### src/rtl/pipe_ctrl_pkg.sv
// Shared types and constants for the pipeline hazard controller.
// fwd_sel: operand-forwarding priority.
package pipe_ctrl_pkg;

  typedef enum logic [1:0] {
    StRun,
    StFlushHold,
    StDrain,
    StHalted
  } ctrl_state_e;

  localparam logic [1:0] FWD_REG  = 2'b00;
  localparam logic [1:0] FWD_MEM  = 2'b10;
  localparam logic [1:0] FWD_WB   = 2'b01;
  localparam logic [4:0] REG_ZERO = 5'd0;

  // EX/MEM is the younger producer, so it wins over MEM/WB.
  function automatic logic [1:0] fwd_sel(input logic       ex_we,
                                         input logic [4:0] ex_rd,
                                         input logic       wb_we,
                                         input logic [4:0] wb_rd,
                                         input logic [4:0] src);
    if (ex_we && ex_rd != REG_ZERO && ex_rd == src) return FWD_MEM;
    if (wb_we && wb_rd != REG_ZERO && wb_rd == src) return FWD_WB;
    return FWD_REG;
  endfunction

endpackage

### src/rtl/pipe_hazard_ctrl_if.sv
// Pipeline-side view of the hazard controller: stage fields in, gating controls out.
interface pipe_hazard_ctrl_if #(
  parameter int unsigned CNT_W = 16
);
  logic [4:0]       ifid_rs;
  logic [4:0]       ifid_rt;
  logic             ifid_uses_rt;
  logic [4:0]       idex_rs;
  logic [4:0]       idex_rt;
  logic             idex_mem_read;
  logic             exmem_reg_write;
  logic [4:0]       exmem_rd;
  logic             memwb_reg_write;
  logic [4:0]       memwb_rd;
  logic             branch_taken;
  logic             halt_req;
  logic             halt_ack;
  logic             pc_write;
  logic             ifid_write;
  logic             idex_bubble;
  logic             flush_ifid;
  logic             flush_idex;
  logic             flush_exmem;
  logic [1:0]       fwd_a;
  logic [1:0]       fwd_b;
  logic [CNT_W-1:0] stall_count;
  logic [CNT_W-1:0] flush_count;

  modport master (
    output ifid_rs, ifid_rt, ifid_uses_rt, idex_rs, idex_rt, idex_mem_read,
           exmem_reg_write, exmem_rd, memwb_reg_write, memwb_rd, branch_taken, halt_req,
    input  halt_ack, pc_write, ifid_write, idex_bubble, flush_ifid, flush_idex, flush_exmem,
           fwd_a, fwd_b, stall_count, flush_count
  );

  modport slave (
    input  ifid_rs, ifid_rt, ifid_uses_rt, idex_rs, idex_rt, idex_mem_read,
           exmem_reg_write, exmem_rd, memwb_reg_write, memwb_rd, branch_taken, halt_req,
    output halt_ack, pc_write, ifid_write, idex_bubble, flush_ifid, flush_idex, flush_exmem,
           fwd_a, fwd_b, stall_count, flush_count
  );
endinterface

### src/rtl/fwd_unit.sv
// Combinational EX-stage forwarding select for both ALU operands.
module fwd_unit
  import pipe_ctrl_pkg::*;
(
  input  logic       exmem_reg_write_i,
  input  logic [4:0] exmem_rd_i,
  input  logic       memwb_reg_write_i,
  input  logic [4:0] memwb_rd_i,
  input  logic [4:0] idex_rs_i,
  input  logic [4:0] idex_rt_i,
  output logic [1:0] fwd_a_o,
  output logic [1:0] fwd_b_o
);

  assign fwd_a_o = fwd_sel(exmem_reg_write_i, exmem_rd_i, memwb_reg_write_i, memwb_rd_i,
                           idex_rs_i);
  assign fwd_b_o = fwd_sel(exmem_reg_write_i, exmem_rd_i, memwb_reg_write_i, memwb_rd_i,
                           idex_rt_i);

endmodule

### src/rtl/pipe_hazard_ctrl.sv
// Hazard/sequencing controller: load-use stalls, forwarding, branch flush and
// a halt/drain handshake that freezes fetch until in-flight work retires.
module pipe_hazard_ctrl
  import pipe_ctrl_pkg::*;
#(
  parameter int unsigned DRAIN_CYCLES = 4,
  parameter int unsigned CNT_W        = 16
) (
  input logic               clk,
  input logic               rst_n,
  pipe_hazard_ctrl_if.slave bus
);

  localparam int unsigned DrainW = (DRAIN_CYCLES > 1) ? $clog2(DRAIN_CYCLES) : 1;
  localparam logic [DrainW-1:0] DrainInit = DrainW'(DRAIN_CYCLES - 1);

  ctrl_state_e       state_q, state_d;
  logic [DrainW-1:0] drain_q, drain_d;
  logic [CNT_W-1:0]  stall_q, flush_q;
  logic              stall_inc, flush_inc, flush_all, load_use;

  fwd_unit u_fwd_unit (
    .exmem_reg_write_i(bus.exmem_reg_write),
    .exmem_rd_i       (bus.exmem_rd),
    .memwb_reg_write_i(bus.memwb_reg_write),
    .memwb_rd_i       (bus.memwb_rd),
    .idex_rs_i        (bus.idex_rs),
    .idex_rt_i        (bus.idex_rt),
    .fwd_a_o          (bus.fwd_a),
    .fwd_b_o          (bus.fwd_b)
  );

  assign load_use = bus.idex_mem_read && bus.idex_rt != REG_ZERO &&
                    (bus.idex_rt == bus.ifid_rs ||
                     (bus.ifid_uses_rt && bus.idex_rt == bus.ifid_rt));

  always_comb begin
    state_d         = state_q;
    drain_d         = drain_q;
    bus.pc_write    = 1'b1;
    bus.ifid_write  = 1'b1;
    bus.idex_bubble = 1'b0;
    flush_all       = 1'b0;
    flush_inc       = 1'b0;
    stall_inc       = 1'b0;
    unique case (state_q)
      StRun: begin
        if (bus.branch_taken) begin
          flush_all = 1'b1;
          flush_inc = 1'b1;
          state_d   = StFlushHold;
        end else if (bus.halt_req) begin
          state_d = StDrain;
          drain_d = DrainInit;
        end else if (load_use) begin
          bus.pc_write    = 1'b0;
          bus.ifid_write  = 1'b0;
          bus.idex_bubble = 1'b1;
          stall_inc       = 1'b1;
        end
      end
      StFlushHold: begin
        if (bus.halt_req) begin
          state_d = StDrain;
          drain_d = DrainInit;
        end else begin
          state_d = StRun;
        end
      end
      StDrain: begin
        bus.pc_write    = 1'b0;
        bus.ifid_write  = 1'b0;
        bus.idex_bubble = 1'b1;
        if (drain_q != '0) drain_d = drain_q - DrainW'(1);
        // A late branch still squashes younger stages but delays the halt.
        if (bus.branch_taken) begin
          flush_all = 1'b1;
          flush_inc = 1'b1;
        end else if (!bus.halt_req) begin
          state_d = StRun;
        end else if (drain_q == '0) begin
          state_d = StHalted;
        end
      end
      StHalted: begin
        bus.pc_write    = 1'b0;
        bus.ifid_write  = 1'b0;
        bus.idex_bubble = 1'b1;
        if (!bus.halt_req) state_d = StRun;
      end
    endcase
  end

  assign bus.flush_ifid  = flush_all;
  assign bus.flush_idex  = flush_all;
  assign bus.flush_exmem = flush_all;
  assign bus.halt_ack    = (state_q == StHalted);
  assign bus.stall_count = stall_q;
  assign bus.flush_count = flush_q;

  always_ff @(posedge clk or negedge rst_n) begin
    if (!rst_n) begin
      state_q <= StRun;
      drain_q <= '0;
      stall_q <= '0;
      flush_q <= '0;
    end else begin
      state_q <= state_d;
      drain_q <= drain_d;
      if (stall_inc && stall_q != '1) stall_q <= stall_q + CNT_W'(1);
      if (flush_inc && flush_q != '1) flush_q <= flush_q + CNT_W'(1);
    end
  end

endmodule
### src/flat_wrapper.sv
// flat-port wrapper written by rule: the top's interface ports become plain ports
module pipe_hazard_ctrl_flat import pipe_ctrl_pkg::*;
#(
  parameter int unsigned DRAIN_CYCLES = 4,
  parameter int unsigned CNT_W        = 16
)
  (clk, rst_n, bus_ifid_rs, bus_ifid_rt, bus_ifid_uses_rt, bus_idex_rs, bus_idex_rt, bus_idex_mem_read, bus_exmem_reg_write, bus_exmem_rd, bus_memwb_reg_write, bus_memwb_rd, bus_branch_taken, bus_halt_req, bus_halt_ack, bus_pc_write, bus_ifid_write, bus_idex_bubble, bus_flush_ifid, bus_flush_idex, bus_flush_exmem, bus_fwd_a, bus_fwd_b, bus_stall_count, bus_flush_count);
  pipe_hazard_ctrl_if #(.CNT_W(CNT_W)) bus_i ();
  input logic clk;
  input logic rst_n;
  input wire logic [$bits(bus_i.ifid_rs)-1:0] bus_ifid_rs;
  input wire logic [$bits(bus_i.ifid_rt)-1:0] bus_ifid_rt;
  input wire logic [$bits(bus_i.ifid_uses_rt)-1:0] bus_ifid_uses_rt;
  input wire logic [$bits(bus_i.idex_rs)-1:0] bus_idex_rs;
  input wire logic [$bits(bus_i.idex_rt)-1:0] bus_idex_rt;
  input wire logic [$bits(bus_i.idex_mem_read)-1:0] bus_idex_mem_read;
  input wire logic [$bits(bus_i.exmem_reg_write)-1:0] bus_exmem_reg_write;
  input wire logic [$bits(bus_i.exmem_rd)-1:0] bus_exmem_rd;
  input wire logic [$bits(bus_i.memwb_reg_write)-1:0] bus_memwb_reg_write;
  input wire logic [$bits(bus_i.memwb_rd)-1:0] bus_memwb_rd;
  input wire logic [$bits(bus_i.branch_taken)-1:0] bus_branch_taken;
  input wire logic [$bits(bus_i.halt_req)-1:0] bus_halt_req;
  output wire logic [$bits(bus_i.halt_ack)-1:0] bus_halt_ack;
  output wire logic [$bits(bus_i.pc_write)-1:0] bus_pc_write;
  output wire logic [$bits(bus_i.ifid_write)-1:0] bus_ifid_write;
  output wire logic [$bits(bus_i.idex_bubble)-1:0] bus_idex_bubble;
  output wire logic [$bits(bus_i.flush_ifid)-1:0] bus_flush_ifid;
  output wire logic [$bits(bus_i.flush_idex)-1:0] bus_flush_idex;
  output wire logic [$bits(bus_i.flush_exmem)-1:0] bus_flush_exmem;
  output wire logic [$bits(bus_i.fwd_a)-1:0] bus_fwd_a;
  output wire logic [$bits(bus_i.fwd_b)-1:0] bus_fwd_b;
  output wire logic [$bits(bus_i.stall_count)-1:0] bus_stall_count;
  output wire logic [$bits(bus_i.flush_count)-1:0] bus_flush_count;
  assign bus_i.ifid_rs = bus_ifid_rs;
  assign bus_i.ifid_rt = bus_ifid_rt;
  assign bus_i.ifid_uses_rt = bus_ifid_uses_rt;
  assign bus_i.idex_rs = bus_idex_rs;
  assign bus_i.idex_rt = bus_idex_rt;
  assign bus_i.idex_mem_read = bus_idex_mem_read;
  assign bus_i.exmem_reg_write = bus_exmem_reg_write;
  assign bus_i.exmem_rd = bus_exmem_rd;
  assign bus_i.memwb_reg_write = bus_memwb_reg_write;
  assign bus_i.memwb_rd = bus_memwb_rd;
  assign bus_i.branch_taken = bus_branch_taken;
  assign bus_i.halt_req = bus_halt_req;
  assign bus_halt_ack = bus_i.halt_ack;
  assign bus_pc_write = bus_i.pc_write;
  assign bus_ifid_write = bus_i.ifid_write;
  assign bus_idex_bubble = bus_i.idex_bubble;
  assign bus_flush_ifid = bus_i.flush_ifid;
  assign bus_flush_idex = bus_i.flush_idex;
  assign bus_flush_exmem = bus_i.flush_exmem;
  assign bus_fwd_a = bus_i.fwd_a;
  assign bus_fwd_b = bus_i.fwd_b;
  assign bus_stall_count = bus_i.stall_count;
  assign bus_flush_count = bus_i.flush_count;
  pipe_hazard_ctrl #(.DRAIN_CYCLES(DRAIN_CYCLES), .CNT_W(CNT_W)) u_core (.clk(clk), .rst_n(rst_n), .bus(bus_i));
endmodule
### config.mk
export PLATFORM = sky130hd
export DESIGN_NAME = pipe_hazard_ctrl_flat
export DESIGN_NICKNAME = d
export VERILOG_FILES = /design/src/rtl/pipe_ctrl_pkg.sv /design/src/rtl/pipe_hazard_ctrl_if.sv /design/src/rtl/fwd_unit.sv /design/src/rtl/pipe_hazard_ctrl.sv /design/src/flat_wrapper.sv
export SDC_FILE = /design/constraint.sdc
export NUM_CORES = 1
export LEC_CHECK = 0
export ABC_CLOCK_PERIOD_IN_PS = 6000
export BUFFER_PORTS_ARGS = -buffer_cell sky130_fd_sc_hd__buf_2
export CAP_MARGIN = 20
export CORE_MARGIN = 2
export CORE_UTILIZATION = 50
export DETAILED_ROUTE_END_ITERATION = 8
export GPL_TIMING_DRIVEN = 0
export PLACE_DENSITY_LB_ADDON = 0.12
export RECOVER_POWER = 100
export SLEW_MARGIN = 0
export SYNTH_ARGS = -nofsm -noshare
export SYNTH_HDL_FRONTEND = slang
export SYNTH_SLANG_ARGS = --single-unit
### constraint.sdc
create_clock -name clk -period 6 [get_ports clk]
set_clock_uncertainty 0.2 [all_clocks]
set_input_delay 0.6 -clock clk [delete_from_list [all_inputs] [get_ports clk]]
set_output_delay 0.6 -clock clk [all_outputs]
set_load 0.01 [all_outputs]
==> Word-level counts from Yosys, hierarchy flattened <==
Index checks and enable logic that the tools add are counted.
{ "classes": {"n_addsub": 3, "eq_ne": 17, "n_mux": 37, "reduce_logical": 23} }
{ "ops": {"columns": ["operator", "count"], "rows": [
  ["two-way mux 2 bit", 18],
  ["adder 16 x 1 -> 16 bit (second input constant)", 2],
  ["!= test 16 bit (second input constant)", 2],
  ["== test 5 bit", 6],
  ["two-way mux 1 bit", 15],
  ["nonzero test 5 bit", 3],
  ["logical AND 1 bit", 11],
  ["one-hot mux 2 bit (4 select lines)", 1],
  ["!= test 2 bit (second input constant)", 3],
  ["one-hot mux 2 bit (3 select lines)", 1],
  ["== test 2 bit (second input constant)", 2],
  ["logical NOT 2 bit", 2],
  ["one-hot mux 1 bit (2 select lines)", 2],
  ["AND reduction 4 bit", 1],
  ["OR reduction 2 bit", 2],
  ["!= test 3 x 2 -> 1 bit (second input constant)", 1],
  ["!= test 3 bit (second input constant)", 1],
  ["AND reduction 3 bit", 1],
  ["nonzero test 3 bit", 1],
  ["== test 2 x 1 -> 1 bit (second input constant)", 1],
  ["!= test 2 x 1 -> 1 bit (second input constant)", 1],
  ["nonzero test 2 bit", 1],
  ["subtractor 2 x 1 -> 2 bit (second input constant)", 1],
  ["logical OR 1 bit", 1]
]} }
{ "word_totals": {"register_bits": 36, "input_bits": 38, "output_inout_bits": 43, "wordCells": 84} }

==> Longest topological paths before layout <==
{ "depth": {"depth_word": 9, "ltp_mapped": 7, "depth_no_buf": 6} }

==> Hierarchy <==
A second synthesis with hierarchy kept.
{ "unflattened": {"cells_unflattened": 223, "area_unflattened_um2": 2195.9} }
{ "modules_own_cells": {"columns": ["module", "instances", "cells_per_inst", "area_per_inst_um2", "seq_area_each_um2"], "rows": [
  ["pipe_hazard_ctrl", 1, 189, 1925.6, 900.9],
  ["fwd_unit", 1, 34, 270.3, 0.0]
]} }

==> Worst setup path before layout <==
Ideal clock, no wire load.
{ "synth_timing": {"kind": "in2out", "startpoint": "input bus_idex_rt[3]", "endpoint": "output bus_pc_write", "t_arrival_ps": 1959, "required_time_ps": 5200, "slack_ps": 3241, "path_stages": 6, "n_path_buf": 3, "cell_sequence": "buf_2 -> or4_4 -> o21a_1 -> buf_6 -> a21oi_2 -> buf_4"} }
{ "synth_via": {"elab_chain_len": 8, "elab_cells_between_ends": 11, "cone_classes": "2 x eq/ne; 4 x mux; 5 x reduce/logical"} }
{ "synth_lines": {"columns": ["item", "line_no", "text"], "rows": [
  ["from (decl)", "flat_wrapper.sv:15", "input wire logic [$bits(bus_i.idex_rt)-1:0] bus_idex_rt;"],
  ["== test 5 bit", "pipe_hazard_ctrl.sv:35", "(bus.ifid_uses_rt && bus.idex_rt == bus.ifid_rt));"],
  ["logical AND 1 bit", "pipe_hazard_ctrl.sv:35", null],
  ["logical OR 1 bit", "pipe_hazard_ctrl.sv:34", "(bus.idex_rt == bus.ifid_rs ||"],
  ["logical AND 1 bit (*)", "pipe_hazard_ctrl.sv:33", "assign load_use = bus.idex_mem_read && bus.idex_rt != REG_ZERO &&"],
  ["two-way mux 1 bit (*) (3 in series)", null, null],
  ["one-hot mux 1 bit (2 select lines) (*)", null, null],
  ["to (decl)", "flat_wrapper.sv:24", "output wire logic [$bits(bus_i.pc_write)-1:0] bus_pc_write;"]
]} }
Mark *: on every way between the ends. The rest lies on a longest branch, timed or not.

==> Worst setup path after layout <==
{ "layout_timing": {"startpoint": "input bus_idex_rt[3]", "endpoint": "output bus_pc_write"} }
{ "layout_via": {"elab_chain_len": 8, "elab_cells_between_ends": 11, "cone_classes": "2 x eq/ne; 4 x mux; 5 x reduce/logical"} }
{ "layout_lines": {"columns": ["item", "line_no", "text"], "rows": [
  ["== test 5 bit", "pipe_hazard_ctrl.sv:35", null],
  ["logical AND 1 bit", "pipe_hazard_ctrl.sv:35", null],
  ["logical OR 1 bit", "pipe_hazard_ctrl.sv:34", null],
  ["logical AND 1 bit (*)", "pipe_hazard_ctrl.sv:33", null],
  ["two-way mux 1 bit (*)", "pipe_hazard_ctrl.sv:55", "end else if (load_use) begin"],
  ["two-way mux 1 bit (*)", "pipe_hazard_ctrl.sv:52", "end else if (bus.halt_req) begin"],
  ["two-way mux 1 bit (*)", "pipe_hazard_ctrl.sv:48", "if (bus.branch_taken) begin"],
  ["one-hot mux 1 bit (2 select lines) (*)", "pipe_hazard_ctrl.sv:46", "unique case (state_q)"]
]} }
Marked as above.

==> out/metrics.yaml <==
crit_type: "in2out"
hold_buffers: 0
powerDensity_nw_per_um2: 237
hold_path_class: "reg2reg"
area_growth_pct: 19.3
syn_nets: 272
grt_pass1_vias: 1772
rr_startpoint: "u_core.bus.stall_count[0]"
status: "complete, but fails checks"
worstReg2RegEnd: "u_core.bus.stall_count[13]"
async_flop_share: 1.00
min_to: "u_core.drain_q[0]"
synthDominantCellAreaShare: 0.399
slew_headroom: -0.284
gr-total-overflow: 0
numCtsBuffers: 5
synth_ff_type: "dfrtp_1"
multiInputGateArea_um2: 1230
critPathTopFamily: "buffers and inverters"
postCtsSetupRepairBufs: 0
worstHoldStart: "u_core.drain_q[0]"
netlist_top_cells_area: "dfrtp_1, xnor2_1, xor2_1"
fp.coreArea_um2: 4350
antenna_cells: 0
fin_crit_ps: 3150
drc_errors: 0
reg2reg_setup_slack_ps: 3320
grtUsageMet1: 0.270
worstPathCellList: "clkbuf_1 > or4_4 > o21a_1 > clkbuf_1 > a21oi_1 > buf_4 > buf_2"
cts_tree: "done"
io_buffers: 75
p_int_uw: 428
crit_path_max_incr_delay_ps: 550
die_h_um: 71.2
fp.dieW_um: 71.2
dpl_worst_slack_ps: 3140
routabilityCongestion: 0.799
syn_inst: 231
clock_latency_ps: 280
rsz0062_at_grt: "no"
cts.htree.levels: 2
failed_checks: "capacitance limit, slew limit"
start_kind: "input port"
grt_pass1_wl_um: 8090
initial_core_util: 0.518
crit_top_cell: "clkbuf_1"
io-pin-count: 81
max_cap_violations: 1
netlist_area_um2: 2260
reg2reg_depth: 7
post_cts_resized: 0
clkPwrFrac: 0.252
hold_violations: 0
regArea_um2: 901
grt_use_met3: 0.0399
peakVddDrop_v: 0.000110
fmax_mhz: 318
switching_share: 0.330
final_antenna_net_count: 0
use_met2: 0.313
setup_violations: 0
maxSlewViolCount: 37
slowest_stage: "or4_4"
power_frac_seq: 0.489
syn_avg_cell_area_um2: 9.77
first_pass_iters: 4
cp.buffers_inverters: 4
worst_slack_ps: 2850
drt_wl_total_um: 4810
synth-seq-area-share: 0.399
cts_buffer_depth: 2
vias_per_cell: 5.39
critPathMaxFanout: 10
drive_gt1_frac: 0.179
power.leakage_nw: 1.14
combPwrFrac: 0.259
power_switching_uw: 211
worst_pin_slew_ps: 1930
worstPathArrival_ps: 2350
required_ps: 5200
grt_util_all_layers: 0.197
hpwlAfterDp_um: 3680
grt_max_degree: 37
routedWlPerCell_um: 13.2
antenna_found_initial: 0
fin_nets: 354
via_count: 1969
nFillCells: 430
setup_tns_ps: 0
fin_crit_sh: 0.524
top_usage_layer: "met2"
synth-seq-cells: 36
crit_path_end_kind: "primary output"
dieArea_um2: 5070
ys_types: 37
clock-sinks: 36
yosys_warnings: 0
root_buffer: "clkbuf_8"
synth_edf_count: 0
drt_iter0_drc: 59
rows: 24
yosysTopAreaCell: "dfrtp_1"
whs_path_depth: 1
cts.reportedPaths.clkPinSlew_ps: 60
==> worst max path at each step <==
| stage | start | endpoint | slack, ps | cells after the start |
|---|---|---|---|---|
| 5_1_grt | bus_idex_rt[3] | bus_pc_write | 2760 | 7 |
| 2_1_floorplan | bus_idex_rt[3] | bus_pc_write | 3240 | 6 |
| 3_3_place_gp | bus_exmem_rd[1] | bus_fwd_b[0] | 3130 | 6 |
| 3_5_place_dp | bus_idex_rt[3] | bus_pc_write | 3140 | 7 |
| 4_1_cts | bus_exmem_rd[1] | bus_fwd_b[0] | 3130 | 6 |
| 6_report | bus_idex_rt[3] | bus_pc_write | 2850 | 7 |
==> worst register-to-register path, cell delays in order, from the launching register on <==
cell and delay (ps):
dfrtp_1 440, ha_1 240, and4_1 200, and3_1 180, a31oi_1 520, clkbuf_1 420
nand4_1 200, xnor2_1 170
==> state kept, by name, indices dropped and copies added (netlist names) <==
| signal | count |
|---|---|
| u_core.drain_q | 2 |
| u_core.bus.stall_count | 16 |
| u_core.bus.flush_count | 16 |
| u_core.state_q | 2 |
==> layout by cell type (no fill, tap or decap), types with 2 or more instances in the layout <==
master | Yosys | routed
nand4_1 | 15 | 15
nor4_1 | 8 | 8
xor2_1 | 19 | 19
nor2_1 | 8 | 8
inv_1 | 8 | 8
xnor2_1 | 39 | 39
nor3_1 | 8 | 8
a21oi_1 | 5 | 6
buf_2 | 5 | 41
or4_1 | 4 | 4
o21ai_0 | 3 | 3
o21a_1 | 2 | 2
clkbuf_8 | 0 | 5
and4_1 | 2 | 2
nand2_1 | 16 | 16
clkbuf_4 | 0 | 2
dfrtp_1 | 36 | 36
and3_1 | 7 | 7
nand3_1 | 19 | 19
mux2_2 | 2 | 2
clkbuf_1 | 0 | 42
ha_1 | 3 | 3
==> per-stage QoR <==
| step | hold WS, ps | instance area (um^2) | utilization | total power [mW] | instances |
|---|---|---|---|---|---|
| 2_1_floorplan | 104 | 2260 | - | 0.422 | 231 |
| 3_3_place_gp | 257 | 2700 | 0.620 | 0.489 | 358 |
| 3_5_place_dp | 265 | 2700 | 0.620 | 0.493 | 358 |
| 4_1_cts | 223 | 2780 | 0.637 | 0.657 | 365 |
| 5_1_grt | 290 | 2690 | 0.618 | 0.680 | 365 |
| 6_report | 272 | 2690 | 0.618 | 0.639 | 365 |
==> cells in the mapped netlist, types with 2 or more instances <==
master,number
nand4_1,15
and4_1,2
nor3_1,8
buf_6,2
ha_1,3
and3_1,7
a21oi_1,5
nand2_1,16
nor2_1,8
o21a_1,2
nor4_1,8
dfrtp_1,36
or4_1,4
xnor2_1,39
buf_2,5
o21ai_0,3
buf_4,4
mux2_2,2
xor2_1,19
inv_1,8
nand3_1,19
==> per-layer routing <==
metal	share of wire	vias up
met4	0.011	0
met5	0	-
met2	0.47	71
li1	-	974
met1	0.46	919
met3	0.062	5
==> layout make-up <==
cell class | count | area share
Clock buffer | 6 | 0.0270
Timing Repair Buffer | 75 | 0.122
Clock inverter | 1 | 0.00186
Inverter | 8 | 0.0112
Buffer | 11 | 0.0242
Sequential cell | 36 | 0.335
Tap cell | 52 | 0.0242
Multi-Input combinational cell | 176 | 0.455
==> power groups by stage <==
stage	registers [mW]	logic [mW]	clock network (mW)
after floorplan	0.322	0.101	0
after global routing	0.320	0.185	0.174
after CTS	0.312	0.179	0.165
after detailed placement	0.317	0.176	0
after global placement	0.316	0.173	0
final	0.312	0.166	0.161
==> logic make-up after synthesis <==
family | count (synthesis) | share of synthesized area
compound gates | 18 | 0.0626
xor+xnor | 58 | 0.225
fa+ha+maj | 3 | 0.0166
buf+inv | 19 | 0.0477
flops | 36 | 0.399
mux | 3 | 0.0166
simple gates | 94 | 0.232
Power figures use the tool's default switching activity.
